--- config.mk ---
export PLATFORM = sky130hd
export DESIGN_NAME = fetch_stage
export DESIGN_NICKNAME = d
export VERILOG_FILES = /design/src/rtl/fetch_stage.sv
export SDC_FILE = /design/constraint.sdc
export NUM_CORES = 1
export LEC_CHECK = 0
export CAP_MARGIN = 10
export CORE_ASPECT_RATIO = 1.75
export CORE_UTILIZATION = 50
export DETAILED_ROUTE_END_ITERATION = 10
export PLACE_DENSITY = 0.83
export SYNTH_ARGS = -nofsm -noshare
export SYNTH_HDL_FRONTEND = slang
export SYNTH_SLANG_ARGS = --single-unit
--- constraint.sdc ---
create_clock -name clk -period 4 [get_ports clk]
set_clock_uncertainty 0.05 [all_clocks]
set_input_delay 0.8 -clock clk [delete_from_list [all_inputs] [get_ports clk]]
set_output_delay 0.8 -clock clk [all_outputs]
set_load 0.01 [all_outputs]
--- src/rtl/fetch_stage.sv ---
// Instruction fetch stage: PC, one-outstanding imem handshake, IF/ID register,
// one-entry skid buffer, stall and redirect handling.
module fetch_stage #(
   parameter logic [31:0] RESET_PC = 32'h0000_0000,
   parameter logic [31:0] NOP      = 32'h0000_0013
) (
   input  logic        clk,
   input  logic        rst,
   input  logic        PCWrite,
   input  logic        FetchWrite,
   input  logic        PCSrc,
   input  logic [31:0] pc_branch,
   input  logic        IF_Flush,
   output logic        imem_req,
   output logic [31:0] imem_addr,
   input  logic        imem_ack,
   input  logic [31:0] imem_rdata,
   output logic [31:0] instruction,
   output logic [31:0] pc,
   output logic        inst_valid
);

   localparam int unsigned XLEN = 32;

   typedef enum logic [1:0] {
      IDLE = 2'd0,
      BUSY = 2'd1,
      DROP = 2'd2
   } state_t;

   state_t            state;
   state_t            state_n;
   logic [XLEN-1:0]   next_pc;
   logic [XLEN-1:0]   next_pc_n;
   logic [XLEN-1:0]   req_addr;
   logic [XLEN-1:0]   req_addr_n;
   logic              skid_valid;
   logic              skid_valid_n;
   logic [XLEN-1:0]   skid_inst;
   logic [XLEN-1:0]   skid_pc;
   logic              accept;
   logic              can_issue;
   logic              issue;

   assign imem_addr = req_addr;

   // Response is usable only when live and not being redirected away
   always_comb begin
      accept = imem_ack && (state == BUSY) && !PCSrc;
   end

   // Skid occupancy at the end of this cycle; gates new issues
   always_comb begin
      skid_valid_n = skid_valid;
      if (IF_Flush) begin
         skid_valid_n = 1'b0;
      end else if (!FetchWrite) begin
         if (accept) begin
            skid_valid_n = 1'b1;
         end
      end else begin
         skid_valid_n = 1'b0;
      end
      can_issue = PCWrite && !PCSrc && !skid_valid_n;
   end

   // Request FSM next-state and issue decision
   always_comb begin
      state_n = state;
      issue   = 1'b0;
      case (state)
         IDLE: begin
            if (can_issue) begin
               state_n = BUSY;
               issue   = 1'b1;
            end
         end
         BUSY: begin
            if (PCSrc) begin
               state_n = imem_ack ? IDLE : DROP;
            end else if (imem_ack) begin
               if (can_issue) begin
                  issue = 1'b1;
               end else begin
                  state_n = IDLE;
               end
            end
         end
         DROP: begin
            if (imem_ack) begin
               state_n = IDLE;
            end
         end
         default: state_n = IDLE;
      endcase
   end

   // Address update; a redirect overrides the sequential increment
   always_comb begin
      next_pc_n  = next_pc;
      req_addr_n = req_addr;
      if (issue) begin
         req_addr_n = next_pc;
         next_pc_n  = next_pc + XLEN'(4);
      end
      if (PCSrc) begin
         next_pc_n = pc_branch;
      end
   end

   // FSM state, request flag and address registers
   always_ff @(posedge clk) begin
      if (rst) begin
         state    <= IDLE;
         imem_req <= 1'b0;
         next_pc  <= RESET_PC;
         req_addr <= RESET_PC;
      end else begin
         state    <= state_n;
         imem_req <= (state_n != IDLE);
         next_pc  <= next_pc_n;
         req_addr <= req_addr_n;
      end
   end

   // Skid buffer catches a response that arrives while IF/ID is held
   always_ff @(posedge clk) begin
      if (rst) begin
         skid_valid <= 1'b0;
         skid_inst  <= NOP;
         skid_pc    <= '0;
      end else begin
         skid_valid <= skid_valid_n;
         if (accept && !FetchWrite && !IF_Flush) begin
            skid_inst <= imem_rdata;
            skid_pc   <= req_addr;
         end
      end
   end

   // IF/ID pipeline register
   always_ff @(posedge clk) begin
      if (rst) begin
         instruction <= NOP;
         pc          <= '0;
         inst_valid  <= 1'b0;
      end else if (IF_Flush) begin
         instruction <= NOP;
         inst_valid  <= 1'b0;
      end else if (!FetchWrite) begin
         instruction <= instruction;
      end else if (skid_valid) begin
         instruction <= skid_inst;
         pc          <= skid_pc;
         inst_valid  <= 1'b1;
      end else if (accept) begin
         instruction <= imem_rdata;
         pc          <= req_addr;
         inst_valid  <= 1'b1;
      end else begin
         instruction <= NOP;
         inst_valid  <= 1'b0;
      end
   end

endmodule

==> metrics.md <==
| Metric | Value |
|---|---|
| Status | complete, no violations |
| Synth Flop Type | dfxtp_1 |
| Die H | about 170 um |
| Power, Total | 0.00396 W |
| PD cells | between 300 and 400 mW/mm^2 |
| Root Buffer | clkbuf_16 |
| DP Worst Slack | 929 ps |
| Final setup viols | 0 |
| Max_cap viols | 0 |
| Port buffer count | 168 |
| Post-cts gate resize count | 0 |
| Post-route setup TNS | 0 ps |
| Clock transition at path regs | 70 ps |
| Setup repair after global routing missed its margin | false |
| CP cell instances | clkdlybuf4s50_1 -> nor2_2 -> a31oi_1 -> nor3b_2 -> buf_4 -> nor2_1 -> a211oi_1 |
| WL met1 | about 9000 um |
| Hold buffers post-CTS | 0 |
| First-pass GRT wire length | between 30000 and 40000 um |
| Share of layout cells above drive strength 1 | under 10% |
| Critical Path AT | 2930 ps |
| DRT antenna net count | 0 |
| Worst Reg-to-Reg Cells | 5 |
| DRC errors left | 0 |
| Initial antenna violation count | 0 |
| Min Hold Slack | 404 ps |
| Placed cells | about 1300 |
| Vias in the first global route | between 7000 and 8000 |
| Die W | ~100 um |
| CTS buffer count | 17 |
| Remaining Overflow, GRT | 0 |
| Worst path top cell family by delay | buffers and inverters |
| Hold Path End | skid_pc[24] |
| Final cell count without fillers | 1301 |
| Synth warn | 0 |
| HP Class | flop to flop |
| Post-synthesis cell count | around 980 |
| Total core area | 0.0160 mm^2 |
| Global-route usage over all layers | about a quarter |
| Syn Nets | 1049 |
| Final wirelength | between 20000 and 25000 um |
| Metal3 WL | 807 um |
| Ranking of synthesized cells by area | dfxtp_1, nand2_1, a211oi_1 |
| Cell taking the most area after synthesis | dfxtp_1 |
| Post-synth EDFFs | 0 |
| Post-synthesis sequential area ratio | roughly 48% |
| Clock sink count | 197 |
| CTS max path bufs | 2 |
| Crit-path max FO | 64 |
| Skew-Pair Late Insertion Delay | roughly 420 ps |
| Period utilization | around two thirds |
| Worst slew pin tran | 980 ps |
| Die ar. | roughly 0.017 mm^2 |
| P&R area growth vs syn | 27.2% |
| Startpoint Class | primary input |
| Cell variety after synth | 55 |
| Synthesized cell area | 0.00822 mm^2 |
| Final setup margin | ~1300 ps |
| CP Class | primary input to flop |
| # diodes | 0 |
| Avg Inst Size Synth | between 8 and 9 um^2 |
| Top sig layer | met4 |
| Initial Util | between 50% and 60% |
| R2r setup slk | roughly 1500 ps |
| Clock period minus worst slack | 2660 ps |
| Max stage delay cell, worst path | buf_4 |
| Min-delay src | skid_pc[24] |
| Wire length per cell | between 15 and 20 um |
| Fmax | between 0.3 and 0.4 GHz |
| Number of synthesized register bits | just under 200 |
| TritonCTS clock tree | yes |
| Leakage | between 3 and 4 nW |
| Commonest cells post-synth | nand2_1, dfxtp_1, a21oi_1, nor2_1, a211oi_1 |
| Final GP Congestion | about 0.9 |
| Slew headroom | roughly a third |
| CP required | about 4300 ps |
| Largest net degree at the start of global routing | approximately 110 |
| Final hold violations | 0 |
| Nets@finish | 1171 |
| Slowest stage delay, CP | 540 ps |
| Slew Viols, Final | 0 |
| Vias | approximately 7400 |
| Number of iterations in the first detailed-routing pass | 5 |
| Io pins | roughly 170 |
| Vias per cell | approximately 5.7 |
| Worst vdd ir | between 0.2 and 0.3 mV |
| Detail Placement HPWL | 14400 um |
| WHS Path Cells | 2 |
| RR Startpoint | skid_valid |
| Met2 wire len | between 10000 and 15000 um |
| Setup Fix Bufs, Post-CTS | 0 |
| Most common cell in the netlist | nand2_1 |
| Worst path bufs/invs | 2 |
| Critical Path End Type | flop |
| Initial DRC Count | about 350 |
| Ys async rst share | 0% |
| Worst reg2reg endpoint | pc[22] |
| Number of H-tree levels | 4 |
| Post-synth top area share | a little under half |
| Rows | 61 |
cell type report:
type	count	area [um^2]
timing repair buffer	182	1790
clock buffer	20	437
tap	189	236
inverter	7	26.3
clock inverter	12	113
fill	1350	5500
sequential	197	3950
multi-input combinational	694	3900
tightest hold or removal path, cell delays in order, from the launching register on:
cell     delay (ps)
dfxtp_1         310
nand2_1          50
a21oi_1          50
sequential cells by signal (all words and copies together), names as in the netlist:
name	cells
inst_valid	1
imem_addr	32
skid_valid	1
state	2
pc	32
imem_req	1
instruction	32
skid_pc	32
skid_inst	32
next_pc	32
report_power, final:
part	internal (W)	switching, W	leakage (nW)	total, W
clock	0.000823	0.000769	0.269	0.00159
combinational	0.000156	0.000160	1.46	0.000316
sequential	0.00200	0.0000527	1.60	0.00206
total	0.00298	0.000982	3.33	0.00396
worst max path at each step:
stage | from | endpoint | slack (ps) | depth (start not counted)
final | PCSrc | pc[22] | 1340 | 7
after global routing | PCSrc | pc[8] | 1180 | 7
after CTS | PCSrc | pc[22] | 1380 | 7
after detailed placement | PCSrc | pc[22] | 930 | 7
after global placement | PCSrc | pc[1] | 1060 | 7
after floorplan | FetchWrite | next_pc[7] | 1730 | 6
per-layer routing:
metal  up-vias  global-route usage [%]
met1      3443                    30.2
met2       209                    44.9
met5         -                       0
met4         0                    12.2
li1       3705                       -
met3        47                    3.78
metrics by stage:
| stage | util (%) | area [um^2] |
|---|---|---|
| global route | 65.5 | 10500 |
| finish | 65.5 | 10500 |
| detailed placement | 62.1 | 9900 |
| CTS | 65.5 | 10500 |
| global placement | 62.1 | 9900 |
| floorplan | - | 8220 |
kinds of logic (layout without fill, tap and decap cells):
family / after synthesis / in the layout / share of synthesized area (%)
AOI/OAI and AO/OA: 255 / 255 / 19.8
xor gates and xnor gates: 9 / 9 / 0.959
adders and majority gates: 1 / 1 / 0.152
buffers and inverters: 86 / 221 / 4.75
DFF: 197 / 197 / 48.0
muxes: 40 / 40 / 4.96
and+or+nand+nor: 389 / 389 / 21.4
layout by cell type (no fill, tap or decap), drive strengths merged, types with 7 or more instances in the layout:
cell / netlist / routed
buf: 25 / 16
a31oi: 21 / 21
nand4: 12 / 12
clkdlybuf4s50: 0 / 166
nand3: 21 / 21
nor2: 76 / 76
a22oi: 30 / 30
clkbuf: 53 / 20
and2: 7 / 7
a211oi: 69 / 69
nor3: 7 / 7
a21oi: 103 / 103
dfxtp: 197 / 197
inv: 7 / 13
mux2i: 34 / 34
o311ai: 8 / 8
o21ai: 9 / 9
nand2: 225 / 225
Power figures use the tool's default switching activity.
